===== config.mk =====
export PLATFORM = sky130hd
export DESIGN_NAME = vga_scanout
export DESIGN_NICKNAME = d
export VERILOG_FILES = /design/src/rtl/vga_scanout.sv
export SDC_FILE = /design/constraint.sdc
export NUM_CORES = 1
export LEC_CHECK = 0
export ABC_AREA = 1
export BUFFER_PORTS_ARGS = -buffer_cell sky130_fd_sc_hd__buf_2
export CAP_MARGIN = 30
export CORE_MARGIN = 5
export CORE_UTILIZATION = 64
export DETAILED_ROUTE_END_ITERATION = 8
export PLACE_DENSITY = 0.84
export SKIP_CTS_REPAIR_TIMING = 1
export SLEW_MARGIN = 20
export SYNTH_ARGS = -nofsm -noshare
export SYNTH_HDL_FRONTEND = slang
export SYNTH_SLANG_ARGS = --single-unit

===== constraint.sdc =====
create_clock -name clk -period 8.2 [get_ports clk]
set_clock_uncertainty 0.2 [all_clocks]
set_input_delay 1.64 -clock clk [delete_from_list [all_inputs] [get_ports clk]]
set_output_delay 1.64 -clock clk [all_outputs]
set_load 0.03 [all_outputs]

===== src/rtl/vga_scanout.sv =====
// vga_scanout: read end of the 160x120x3bpp framebuffer.
// Generates 640x480@60 VGA timing from a 50 MHz clock (25 MHz pixel tick
// derived internally), upscales the framebuffer 4x in both axes and drives
// registered colour/sync pins.
//
// Ports:
//   clk         50 MHz system clock
//   n_rst       asynchronous active-low reset
//   fb_addr     framebuffer read address (registered), A_WIDTH bits
//   fb_rdata    framebuffer read data {r,g,b}, 1-clk synchronous read
//   vga_r/g/b   pixel colour (registered)
//   vga_hsync   active-low horizontal sync (registered)
//   vga_vsync   active-low vertical sync (registered)
//   in_vblank   high while the line counter is >= 480 (registered)
//   frame_done  one-clk pulse after the last visible pixel of a frame
module vga_scanout #(
  parameter int FB_WIDTH      = 160,
  parameter int FB_SCALE_LOG2 = 2,
  parameter int A_WIDTH       = 15
) (
  input  logic               clk,
  input  logic               n_rst,
  output logic [A_WIDTH-1:0] fb_addr,
  input  logic [2:0]         fb_rdata,
  output logic               vga_r,
  output logic               vga_g,
  output logic               vga_b,
  output logic               vga_hsync,
  output logic               vga_vsync,
  output logic               in_vblank,
  output logic               frame_done
);

  localparam logic [9:0] H_VIS = 10'd640;
  localparam logic [9:0] H_SS  = 10'd656;
  localparam logic [9:0] H_SE  = 10'd751;
  localparam logic [9:0] H_MAX = 10'd799;
  localparam logic [9:0] V_VIS = 10'd480;
  localparam logic [9:0] V_SS  = 10'd490;
  localparam logic [9:0] V_SE  = 10'd491;
  localparam logic [9:0] V_MAX = 10'd524;

  logic               r_phase;
  logic [9:0]         r_h_cnt;
  logic [9:0]         r_v_cnt;
  logic [A_WIDTH-1:0] r_fb_addr;
  logic [2:0]         r_rgb;
  logic               r_hsync;
  logic               r_vsync;
  logic               r_vblank;
  logic               r_frame_done;

  logic               w_tick;
  logic               w_h_wrap;
  logic [9:0]         w_h_next;
  logic [9:0]         w_v_next;
  logic               w_vis;
  logic               w_vis_next;
  logic [9:0]         w_fb_x;
  logic [9:0]         w_fb_y;
  logic [A_WIDTH-1:0] w_row_base;
  logic [A_WIDTH-1:0] w_addr_next;

  // pix_phase==1 marks the tick edge, so the first tick lands on the
  // second clk edge after reset release.
  assign w_tick   = r_phase;
  assign w_h_wrap = (r_h_cnt == H_MAX);
  assign w_h_next = w_h_wrap ? 10'd0 : r_h_cnt + 10'd1;
  assign w_v_next = w_h_wrap ? ((r_v_cnt == V_MAX) ? 10'd0 : r_v_cnt + 10'd1)
                             : r_v_cnt;

  assign w_vis      = (r_h_cnt < H_VIS) && (r_v_cnt < V_VIS);
  assign w_vis_next = (w_h_next < H_VIS) && (w_v_next < V_VIS);

  assign w_fb_x = w_h_next >> FB_SCALE_LOG2;
  assign w_fb_y = w_v_next >> FB_SCALE_LOG2;

  // Row base = y * FB_WIDTH as a shift-add over the set bits of the
  // constant (160 -> (y<<7)+(y<<5)); no multiplier is inferred.
  always_comb begin
    w_row_base = '0;
    for (int b = 0; b < 31; b++) begin
      if (((FB_WIDTH >> b) & 1) != 0)
        w_row_base = w_row_base + (A_WIDTH'(w_fb_y) << b);
    end
  end

  assign w_addr_next = w_row_base + A_WIDTH'(w_fb_x);

  always_ff @(posedge clk or negedge n_rst) begin
    if (!n_rst) begin
      r_phase      <= 1'b0;
      r_h_cnt      <= '0;
      r_v_cnt      <= '0;
      r_fb_addr    <= '0;
      r_rgb        <= '0;
      r_hsync      <= 1'b1;
      r_vsync      <= 1'b1;
      r_vblank     <= 1'b0;
      r_frame_done <= 1'b0;
    end else begin
      r_phase      <= ~r_phase;
      r_frame_done <= 1'b0;
      if (w_tick) begin
        r_h_cnt <= w_h_next;
        if (w_h_wrap)
          r_v_cnt <= w_v_next;
        // Pins use the pre-increment position; fb_rdata here was fetched
        // on the non-tick edge from the address set at the previous tick.
        r_rgb        <= w_vis ? fb_rdata : 3'b000;
        r_hsync      <= !((r_h_cnt >= H_SS) && (r_h_cnt <= H_SE));
        r_vsync      <= !((r_v_cnt >= V_SS) && (r_v_cnt <= V_SE));
        r_vblank     <= (r_v_cnt >= V_VIS);
        r_fb_addr    <= w_vis_next ? w_addr_next : '0;
        r_frame_done <= (r_h_cnt == H_VIS - 10'd1) && (r_v_cnt == V_VIS - 10'd1);
      end
    end
  end

  assign fb_addr    = r_fb_addr;
  assign vga_r      = r_rgb[2];
  assign vga_g      = r_rgb[1];
  assign vga_b      = r_rgb[0];
  assign vga_hsync  = r_hsync;
  assign vga_vsync  = r_vsync;
  assign in_vblank  = r_vblank;
  assign frame_done = r_frame_done;

endmodule


==> Yosys cells after proc, flatten, opt, wreduce, memory -nomap -nowiden <==
Index checks and enable logic that the tools add are counted.
{ "word_totals": {"reg_bits": 43, "word_cells": 41} }
{ "classes": {"reduce_logical": 8, "n_addsub": 4, "n_eq_ne": 4, "order_cmp": 9, "mux": 6, "n_bitwise": 1} }
{ "ops": {"columns": ["operator", "count"], "rows": [
  ["10-bit equality test, second input constant", 3],
  ["10-bit two-way mux", 3],
  ["10-bit by 1-bit adder with 10-bit output, second input constant", 2],
  ["10-bit by 9-bit greater-or-equal comparator with 1-bit output, second input constant", 2],
  ["10-bit less-than comparator, second input constant", 2],
  ["10-bit by 9-bit less-than comparator with 1-bit output, second input constant", 2],
  ["13-bit by 15-bit adder with 15-bit output", 1],
  ["15-bit by 8-bit adder with 15-bit output", 1],
  ["15-bit two-way mux", 1],
  ["10-bit by 9-bit equality test with 1-bit output, second input constant", 1],
  ["10-bit greater-or-equal comparator, second input constant", 1],
  ["10-bit <= comparator, second input constant", 1],
  ["10-bit by 9-bit <= comparator with 1-bit output, second input constant", 1],
  ["1-bit logical AND", 5],
  ["3-bit two-way mux", 1],
  ["1-bit logical NOT", 2],
  ["2-bit AND reduction", 1],
  ["1-bit two-way mux", 1],
  ["1-bit inverter", 1]
]} }

==> Longest topological paths before layout <==
Gate-level depths: netlist (run 1).
{ "depth": {"ltp_word": 6, "mapped_depth": 21, "ltp_nobuf": 21} }

==> Least setup slack after synthesis (run 1) <==
OpenSTA, ideal clock, no wires.
{ "synth_timing": {"path_kind": "register to register", "start": "register r_h_cnt[0]", "end": "register r_fb_addr[12], in the netlist fb_addr[12]", "setup_slack_ns": 5.180, "arrival_ns": 2.702, "required_ns": 7.882, "period_less_slack_ns": 3.020, "setup_time_ns": 0.118, "path_stages_with_launch": 20, "cell_sequence": "dfrtp_1 > ha_1 > nand4_1 > nor2_4 > nand3_1 > inv_1 > nor2_1 > nand2_1 > xor2_1 > ha_1 > inv_1 > fa_1 > inv_1 > nand4_1 > nand3_1 > nand2_1 > nand2_1 > inv_1 > nand4_1 > nand2_1"} }
{ "synth_between": {"elab_chain_len": 5} }
{ "synth_rtl": {"columns": ["item", "line", "source"], "rows": [
  ["start, declared", "44", "logic [9:0] r_h_cnt;"],
  ["start signal, assigned", "105", "r_h_cnt <= w_h_next;"],
  ["10-bit equality test or 10-bit by 1-bit adder with 10-bit output (tied branches)", "67, 68", null],
  ["10-bit two-way mux, on equally long branches", "69, 68", null],
  ["13-bit by 15-bit adder with 15-bit output (tied with other cells)", "84", "w_row_base = w_row_base + (A_WIDTH'(w_fb_y) << b);"],
  ["15-bit by 8-bit adder with 15-bit output or 1-bit logical AND (tied branches)", "88, 73", null],
  ["15-bit two-way mux (*)", "114", "r_fb_addr <= w_vis_next ? w_addr_next : '0;"],
  ["end signal, assigned", "114", null],
  ["end, declared", "46", "logic [A_WIDTH-1:0] r_fb_addr;"]
]} }
Mark *: on every way between the ends. The rest lies on a longest branch, timed or not.
A chain may end at the register's enable or synchronous reset.

==> Worst setup path in the final report (run 1) <==
Same ends and word-level chain as after synthesis.

==> results of run 1 <==
state kept, by name, indices dropped and copies added (netlist names):
signal / flops
r_rgb: 3
in_vblank: 1
r_phase: 1
frame_done: 1
vga_hsync: 1
vga_vsync: 1
r_h_cnt: 10
fb_addr: 15
r_v_cnt: 10
worst max-delay path, delay by kind of cell, from the launching register on:
family	cells	cell delay, ns
and+or+nand+nor	10	1.23
adders and majority gates	3	0.97
DFF	1	0.40
AOI/OAI and AO/OA	1	0.28
buffers and inverters	3	0.19
xor gates and xnor gates	1	0.18
metrics by stage:
stage	instances	worst slack (ns)
finish	453	4.63
detailed placement	443	4.68
floorplan	376	5.18
global route	453	4.28
global placement	443	4.81
CTS	451	4.65
synth_stat cells:
| master | count |
|---|---|
| inv_2 | 2 |
| nand2_2 | 8 |
| dfstp_2 | 2 |
| nand4_1 | 17 |
| a21boi_0 | 1 |
| o21ai_1 | 1 |
| nor3_1 | 5 |
| clkbuf_1 | 1 |
| nand4_2 | 1 |
| xor2_1 | 2 |
| buf_2 | 5 |
| inv_1 | 49 |
| o211ai_1 | 2 |
| nand2_1 | 103 |
| buf_6 | 4 |
| dfrtp_1 | 41 |
| o21ai_0 | 33 |
| or2_2 | 2 |
| nor2_4 | 2 |
| xnor2_1 | 4 |
| a31oi_1 | 1 |
| o21bai_1 | 1 |
| nand3_1 | 24 |
| ha_1 | 21 |
| nor3b_2 | 1 |
| fa_1 | 1 |
| buf_1 | 1 |
| nor2_2 | 3 |
| nand3_2 | 3 |
| nor4_1 | 2 |
| nor2_1 | 21 |
| a21oi_1 | 7 |
| o21a_1 | 1 |
| nor2_8 | 1 |
| a21o_1 | 1 |
| o2111ai_1 | 1 |
| nor3b_1 | 1 |
per-layer routing:
metal / share of wire (%) / routed length, um
met5: 0 / 0
met4: 1.7 / 102
met3: 4.8 / 293
met2: 48 / 2880
met1: 46 / 2780
logic make-up (layout without fill, tap and decap cells):
kind of cell	after synthesis	count (layout)	share of synthesized area [%]
compound gates	49	49	9.26
xor+xnor	6	6	1.83
fa+ha+maj	22	22	9.87
buf+inv	62	87	9.39
flops	43	43	37.7
simple gates	194	194	32.0
worst max path at each step:
stage                           from     endpoint  slack (ns)  depth (start not counted)
final                     r_h_cnt[0]  fb_addr[12]        4.63                         18
after global routing      r_h_cnt[0]  fb_addr[12]        4.28                         18
after CTS                 r_h_cnt[0]  fb_addr[12]        4.65                         18
after detailed placement  r_h_cnt[0]  fb_addr[12]        4.68                         18
after global placement    r_h_cnt[0]  fb_addr[14]        4.81                         17
after floorplan           r_h_cnt[0]  fb_addr[12]        5.18                         19
layout make-up:
cell class	count	area (um^2)
multi-input combinational	271	1520
fill	374	1240
sequential	43	1080
inverter	51	191
timing repair buffer	28	165
clock buffer	5	68.8
tap	52	65.1
clock inverter	3	23.8
power by group:
group          switching [mW]  total, mW  leakage (nW)  internal [mW]
Sequential           0.000312      0.213         0.562          0.213
Combinational         0.00651    0.00897          1.06        0.00246
Clock                  0.0802      0.141        0.0408         0.0610
==> results.py, run 1 <==
metrics = {
    "power_and_ir_drop": {
        "power_density_nw_per_um2": 117,
        "p_total_uw": 363,
        "peakVddDrop_v": 0.0000831,
        "p_leak_nw": 1.67,
    },
    "die": {
        "fp.dieW_um": 76.9,
        "rows": 24,
        "fp.dieH_um": 76.9,
        "num_io_pins": 27,
        "die_area_um2": 5910,
        "core_area_um2": 4350,
        "initial_core_util_pct": 65.8,
    },
    "sta": {
        "period_share_pct": 43.5,
        "setup_viol": 0,
        "grt_setup_unrepaired": "no",
        "finalCriticalPeriod_ns": 3.57,
        "worst_slew_pin_slew_ns": 0.869,
        "fin_setup_tns_ns": 0,
        "hold_slack_ns": 0.286,
        "maxSlewHeadroom_pct": 42.1,
        "timing.fmax_mhz": 280,
        "finalHoldViolations": 0,
        "drv_slew": 0,
    },
    "worst_hold_path": {
        "worstHoldStart": "r_rgb[0]",
        "hold_path_class": "flop to flop",
        "worst_hold_path.num_cells": 2,
        "hold_end": "r_rgb[0]",
    },
    "synth": {
        "synthDistinctLibCells": 37,
        "synth_top_area_share_pct": 35.8,
        "synth_warnings": 0,
        "synth_area_leaders": "dfrtp_1 (36%), nand2_1 (13%), ha_1 (9.2%)",
        "seq_area_frac_synth_pct": 37.7,
        "ys_seq_elements": 43,
        "synth_fp_nets": 403,
        "synth_top_area_cell": "dfrtp_1",
        "syn_area_um2": 2860,
        "avgSynthCellArea_um2": 7.62,
        "syn_inst": 376,
    },
    "global_routing": {
        "track_usage_pct": 22.1,
        "grtUsageMet3_pct": 3.40,
        "grt_overflow": 0,
        "grt_pass1_wl_um": 10900,
        "top_usage_layer": "met2",
        "grt_max_degree": 44,
        "antenna_found_initial": 0,
        "gr-usage-met2_pct": 37.6,
        "first_global_vias": 2449,
        "grt_util_met1_pct": 27.9,
    },
    "cts": {
        "clkSinkCount": 43,
        "clk_pin_slew_worst_paths_ns": 0.09,
        "cts.path.max_buffers": 2,
        "insertion_delay_ns": 0.30,
        "cts_tree": "built",
        "cts_buffers": 5,
        "htreeDepth": 2,
        "root_buffer": "clkbuf_8",
    },
    "cells_and_area": {
        "final_common_cell": "nand2_1",
        "mostFrequentLayoutCells": "nand2_1 (103), inv_1 (49), dfrtp_1 (41)",
        "area_growth_pct": 8.56,
        "layout-drive-gt1-share_pct": 15.2,
        "n_antenna_cell": 0,
        "postLayoutCellArea_um2": 3110,
        "finalNetCount": 427,
        "final_core_util_pct": 71.4,
    },
    "setup_path": {
        "cp_common_cell": "nand2_1",
        "reg2regPathDepth": 18,
        "worstSetupPathType": "flop to flop",
        "critPathMaxFanout": 11,
        "cp_cell_sequence": "ha_1, nand2_2, nor2_4, nand4_2, o21ai_0, nand2_1, xor2_1, ha_1, inv_1, fa_1, inv_1, nand4_1, nand3_1, nand2_1, nand2_1, inv_1, nand4_1, nand2_1",
        "critPathLaunchType": "flop",
        "cp_slowest_stage_delay_ns": 0.45,
        "r2r_end": "fb_addr[12]",
        "end_kind": "flop",
        "cp_data_arrival_time_ns": 3.56,
        "crit_slowest_cell": "fa_1",
        "critPathRequiredTime_ns": 8.19,
        "r2r_setup_slack_ns": 4.63,
        "r2r-start": "r_h_cnt[0]",
    },
    "status": {
        "run_status": "completed",
    },
    "detailed_routing": {
        "drt-initial-drc-count": 175,
        "routed_wl_um": 6060,
        "dr.pass1.iters": 4,
        "vias": 2524,
        "drc": 0,
        "ant_nets": 0,
        "routed_via_density": 5.57,
        "post_drt_wl_per_cell_um": 13.4,
    },
    "flow_run": {
        "maxCapViolations": 0,
    },
    "placed_design": {
        "globalplace.congestion": 0.898,
        "port_buffers": 26,
        "dp_hpwl_um": 4500,
        "placed_area_um2": 2980,
    },
}
(Power assumes the default switching activity.)
==> run 2, diff against run 1 <==
--- a/config.mk
+++ b/config.mk
@@ -9,9 +9,9 @@
 export BUFFER_PORTS_ARGS = -buffer_cell sky130_fd_sc_hd__buf_2
 export CAP_MARGIN = 30
 export CORE_MARGIN = 5
-export CORE_UTILIZATION = 64
+export CORE_UTILIZATION = 54
 export DETAILED_ROUTE_END_ITERATION = 8
-export PLACE_DENSITY = 0.84
+export PLACE_DENSITY = 0.76
 export SKIP_CTS_REPAIR_TIMING = 1
 export SLEW_MARGIN = 20
 export SYNTH_ARGS = -nofsm -noshare
==> constraint.sdc (replaced) <==
create_clock -name clk -period 3 [get_ports clk]
set_clock_uncertainty 0.2 [all_clocks]
set_input_delay 0.6 -clock clk [delete_from_list [all_inputs] [get_ports clk]]
set_output_delay 0.6 -clock clk [all_outputs]
set_load 0.03 [all_outputs]
==> run 2 against run 1 <==
Net effect:
- the flow now finishes with violations (negative setup slack)
- sequential power rose to 2.7 times the previous value
- count of clock-buffer cells in the layout up 1
- total power rose to 2.7 times the previous value
- first-iteration DRC count down 1.1%
- critical path depth increased by 1
- die area increased by 16%
- design area up 19%
- sequential share of layout area fell by 5.4 points
- setup slack worse by 4.8 ns
- critical path type unchanged
- critical endpoint is now fb_addr[11]
==> results.py, run 2 (synthesis results as in run 1) <==
metrics = {
    "placed_design": {
        "placed_area_um2": 3310,
        "globalplace.congestion": 0.954,
        "dp_hpwl_um": 5130,
        "post-place-ws_ns": -0.188,
        "port_buffers": 26,
        "place_inst": 500,
    },
    "sta": {
        "finalCriticalPeriod_ns": 3.14,
        "setup_viol": 6,
        "period_share_pct": 105,
        "hold_slack_ns": 0.273,
        "fin_setup_tns_ns": -0.512,
        "finalHoldViolations": 0,
        "layout_setup_ws_ns": -0.144,
        "worst_slew_pin_slew_ns": 0.382,
        "maxSlewHeadroom_pct": 74.5,
        "timing.fmax_mhz": 318,
        "drv_slew": 0,
        "grt_setup_unrepaired": "yes",
    },
    "cells_and_area": {
        "n_antenna_cell": 0,
        "largest_reg_flops": 15,
        "multiInputGateArea_um2": 1680,
        "postLayoutCellArea_um2": 3690,
        "finalNonFillerCells": 523,
        "final_common_cell": "nand2_1",
        "fillerInstances": 421,
        "register_area_um2": 1080,
        "layout-drive-gt1-share_pct": 31.6,
        "area_growth_pct": 28.9,
        "mostFrequentLayoutCells": "nand2_1 (100), buf_4 (48), inv_1 (44)",
        "finalNetCount": 479,
    },
    "detailed_routing": {
        "drt-initial-drc-count": 173,
        "routed_wl_um": 7190,
        "routed_via_density": 5.24,
        "post_drt_wl_per_cell_um": 13.7,
        "vias": 2741,
        "dr.pass1.iters": 4,
        "ant_nets": 0,
        "drc": 0,
    },
    "status": {
        "run_status": "finished, violations left",
        "violations": "negative setup slack",
    },
    "die": {
        "initial_core_util_pct": 55.7,
        "rows": 26,
        "die_area_um2": 6860,
        "fp.dieW_um": 82.8,
        "fp.dieH_um": 82.8,
        "num_io_pins": 27,
        "core_area_um2": 5140,
    },
    "worst_hold_path": {
        "worst_hold_path.num_cells": 2,
        "worstHoldStart": "fb_addr[11]",
        "hold_end": "fb_addr[11]",
        "hold_path_class": "flop to flop",
    },
    "setup_path": {
        "cp_cell_sequence": "inv_2, ha_1, nand4_1, nor2_2, nand3_2, buf_4, a21oi_2, nor2_2, ha_2, o21bai_1, ha_1, nand2_1, nand2_1, a21oi_2, nand2_1, xnor2_1, inv_1, nand4_1, nand2_1",
        "cp_common_cell": "nand2_1",
        "cp_slowest_stage_delay_ns": 0.41,
        "crit_slowest_cell": "dfrtp_1",
        "worstSetupPathType": "flop to flop",
        "cp_data_arrival_time_ns": 3.14,
        "r2r-start": "r_v_cnt[0]",
        "critPathTopFamily": "simple AND/OR/NAND/NOR gates",
        "r2r_end": "fb_addr[11]",
        "reg2regPathDepth": 19,
        "end_kind": "flop",
        "critPathMaxFanout": 5,
        "cp.buffers_inverters": 3,
        "critPathLaunchType": "flop",
        "r2r_setup_slack_ns": -0.14,
        "critPathRequiredTime_ns": 3.00,
    },
    "cts": {
        "htreeDepth": 2,
        "clk_pin_slew_worst_paths_ns": 0.08,
        "root_buffer": "clkbuf_8",
        "cts_tree": "built",
        "insertion_delay_ns": 0.30,
        "cts.path.max_buffers": 2,
        "cts_buffers": 5,
        "clkSinkCount": 43,
    },
    "global_routing": {
        "first_global_vias": 2598,
        "grt_pass1_wl_um": 11500,
        "grt_overflow": 0,
        "track_usage_pct": 20.2,
        "grt_max_degree": 44,
        "antenna_found_initial": 0,
    },
    "flow_run": {
        "maxCapViolations": 0,
    },
    "power_and_ir_drop": {
        "p_leak_nw": 1.91,
        "peakVddDrop_v": 0.000157,
        "power_density_nw_per_um2": 265,
    },
}
[run 2: final cells by class]
class	count	area share, %
inverters	51	5.19
well taps	70	2.37
repair buffers	80	15.3
clock buffers	6	1.97
flip-flops and latches	43	29.3
multi-input cells	271	45.5
clock inverters	2	0.339
[run 2: metal layers]
metal / vias to the layer above / part of all wire (%) / GRT usage [%]
li1: 1367 / - / -
met1: 1283 / 42 / 24.4
met2: 79 / 51 / 35.3
met3: 12 / 4.9 / 3.66
met4: 0 / 2.1 / 8.32
met5: - / 0 / 0
[run 2: worst max-delay path by stage]
| stage | from | to | cells after the start |
|---|---|---|---|
| after CTS | r_h_cnt[0] | fb_addr[11] | 18 |
| after detailed placement | r_h_cnt[0] | fb_addr[11] | 18 |
| after global placement | r_h_cnt[1] | fb_addr[11] | 19 |
| after floorplan | r_h_cnt[1] | fb_addr[11] | 19 |
| after global routing | r_h_cnt[0] | fb_addr[11] | 19 |
| final | r_v_cnt[0] | fb_addr[11] | 19 |
[run 2: through the flow]
stage	total power, mW	util (%)
after CTS	0.986	66.1
after global placement	0.616	64.5
after detailed placement	0.616	64.5
final	0.978	71.8
after global routing	1.01	71.8
after floorplan	0.600	-
[run 2: tightest hold or removal path, cell delays in order, from the launching register on]
cell     delay, ns
dfrtp_1       0.34
nand2_1       0.06
nand2_1       0.05
[run 2: power by group]
group	switching [mW]	internal (mW)
logic	0.0181	0.00758
clock network	0.208	0.163
registers	0.000945	0.581
total	0.227	0.752
==> run 3, diff against run 2 <==
==> constraint.sdc (replaced) <==
create_clock -name clk -period 3 [get_ports clk]
set_clock_uncertainty 0.2 [all_clocks]
set_input_delay 0.15 -clock clk [delete_from_list [all_inputs] [get_ports clk]]
set_output_delay 0.15 -clock clk [all_outputs]
set_load 0.03 [all_outputs]
==> run 3 against run 2 <==
Net effect:
- utilization up 0.58 points
- sequential power about the same
- non-clock buffer count is 3 higher
- the flow still finishes with violations (negative setup slack)
- count of clock-buffer cells in the layout unchanged
- worst hold slack got worse by 0.23 ns
==> results.py, run 3 (synthesis results as in run 1) <==
metrics = {
    "detailed_routing": {
        "drc": 0,
        "vias": 2784,
        "routed_via_density": 5.29,
        "drt-initial-drc-count": 173,
        "dr.pass1.iters": 5,
        "post_drt_wl_per_cell_um": 13.8,
        "ant_nets": 0,
        "routed_wl_um": 7260,
    },
    "sta": {
        "finalHoldViolations": 0,
        "maxSlewHeadroom_pct": 74.0,
        "finalCriticalPeriod_ns": 3.16,
        "hold_slack_ns": 0.0386,
        "timing.fmax_mhz": 316,
        "worst_slew_pin_slew_ns": 0.389,
        "fin_setup_tns_ns": -0.610,
        "period_share_pct": 105,
        "setup_viol": 6,
        "grt_setup_unrepaired": "yes",
        "layout_setup_ws_ns": -0.162,
        "drv_slew": 0,
    },
    "setup_path": {
        "cp_slowest_stage_delay_ns": 0.41,
        "r2r_end": "fb_addr[11]",
        "crit_slowest_cell": "dfrtp_1",
        "cp.buffers_inverters": 3,
        "reg2regPathDepth": 19,
        "r2r_setup_slack_ns": -0.16,
        "end_kind": "flop",
        "cp_cell_sequence": "inv_2, ha_1, nand4_1, nor2_2, nand3_2, buf_4, a21oi_2, nor2_2, ha_2, o21bai_1, ha_1, nand2_1, nand2_1, a21oi_2, nand2_1, xnor2_1, inv_1, nand4_1, nand2_1",
        "critPathMaxFanout": 5,
        "cp_common_cell": "nand2_1",
        "worstSetupPathType": "flop to flop",
        "r2r-start": "r_v_cnt[0]",
        "crit_start": "r_v_cnt[0]",
        "critPathLaunchType": "flop",
        "critPathRequiredTime_ns": 3.00,
        "worst-path-stages": 19,
        "worstSetupEndpoint": "fb_addr[11]",
        "cp_data_arrival_time_ns": 3.16,
        "critPathTopFamily": "simple AND/OR/NAND/NOR gates",
    },
    "global_routing": {
        "first_global_vias": 2598,
        "grt_max_degree": 44,
        "grt_overflow": 0,
        "antenna_found_initial": 0,
        "grt_pass1_wl_um": 11500,
        "track_usage_pct": 20.2,
    },
    "power_and_ir_drop": {
        "peakVddDrop_v": 0.000157,
        "p_leak_nw": 1.93,
        "intPower_uw": 754,
        "power_density_nw_per_um2": 264,
        "clockPowerShare_pct": 37.8,
        "power.share.sequential_pct": 59.3,
        "swShare_pct": 23.2,
        "p_comb_share_pct": 3.0,
        "power_switching_uw": 228,
    },
    "cts": {
        "cts_buffers": 5,
        "clk_pin_slew_worst_paths_ns": 0.09,
        "insertion_delay_ns": 0.30,
        "root_buffer": "clkbuf_8",
        "cts_tree": "built",
        "htreeDepth": 2,
        "cts.path.max_buffers": 2,
        "clkSinkCount": 43,
    },
    "cells_and_area": {
        "fillerInstances": 417,
        "finalNetCount": 482,
        "mostFrequentLayoutCells": "nand2_1 (100), buf_4 (48), inv_1 (44)",
        "final_common_cell": "nand2_1",
        "largest_reg_flops": 15,
        "postLayoutCellArea_um2": 3720,
        "n_antenna_cell": 0,
        "area_growth_pct": 29.9,
        "layout-drive-gt1-share_pct": 31.4,
        "multiInputGateArea_um2": 1680,
        "register_area_um2": 1080,
    },
    "placed_design": {
        "dp_hpwl_um": 5130,
        "placed_area_um2": 3310,
        "port_buffers": 26,
        "globalplace.congestion": 0.954,
    },
    "status": {
        "run_status": "finished, violations left",
        "violations": "negative setup slack",
    },
    "die": {
        "fp.dieH_um": 82.8,
        "rows": 26,
        "initial_core_util_pct": 55.7,
        "core_area_um2": 5140,
        "die_area_um2": 6860,
        "fp.dieW_um": 82.8,
        "num_io_pins": 27,
    },
    "flow_run": {
        "maxCapViolations": 0,
    },
    "worst_hold_path": {
        "hold_path_class": "input pin to async pin",
    },
}
==> run 3: through the flow <==
step	worst slack (ns)	instances	power, mW	utilization, %
6_report	-0.162	526	0.982	72.4
5_1_grt	-0.388	526	1.01	72.4
4_1_cts	-0.211	508	0.986	66.1
3_5_place_dp	-0.188	500	0.616	64.5
3_3_place_gp	-0.0604	500	0.616	64.5
2_1_floorplan	0.0115	376	0.600	-
==> run 3: power by group through the flow <==
stage	combinational [mW]	clock (mW)	sequential (mW)
after global placement	0.0222	0	0.594
after floorplan	0.00154	0	0.598
after detailed placement	0.0225	0	0.594
final	0.0290	0.371	0.582
after CTS	0.0226	0.382	0.582
after global routing	0.0330	0.396	0.582
==> run 3: final cells by class <==
class	count	area share, %
Multi-Input combinational cell	271	45.2
Sequential cell	43	29.1
Timing Repair Buffer	83	16.0
Inverter	51	5.14
Tap cell	70	2.35
Clock buffer	6	1.95
Clock inverter	2	0.336
==> run 3: worst min path at each step <==
stage,start,to,slack [ns]
after floorplan,n_rst,fb_addr[0],-0.35
after global placement,n_rst,r_rgb[2],0.15
after detailed placement,n_rst,r_rgb[1],0.15
after CTS,n_rst,r_v_cnt[4],-0.18
after global routing,n_rst,r_rgb[1],0.07
final,n_rst,r_v_cnt[4],0.04
==> run 3: routing by layer <==
metal	GRT usage [%]	routed length, um	vias up
li1	-	-	1376
met1	24.4	3110	1310
met2	35.3	3710	78
met3	3.66	288	20
met4	8.32	154	0
met5	0	0	-
==> run 3: worst register-to-register path, cell delays in order, from the launching register on <==
cell and delay (ns):
dfrtp_1 0.41, inv_2 0.07, ha_1 0.14, nand4_1 0.15, nor2_2 0.18, nand3_2 0.11
buf_4 0.16, a21oi_2 0.15, nor2_2 0.07, ha_2 0.17, o21bai_1 0.15, ha_1 0.36
nand2_1 0.11, nand2_1 0.07, a21oi_2 0.13, nand2_1 0.07, xnor2_1 0.17, inv_1 0.06
nand4_1 0.09, nand2_1 0.06
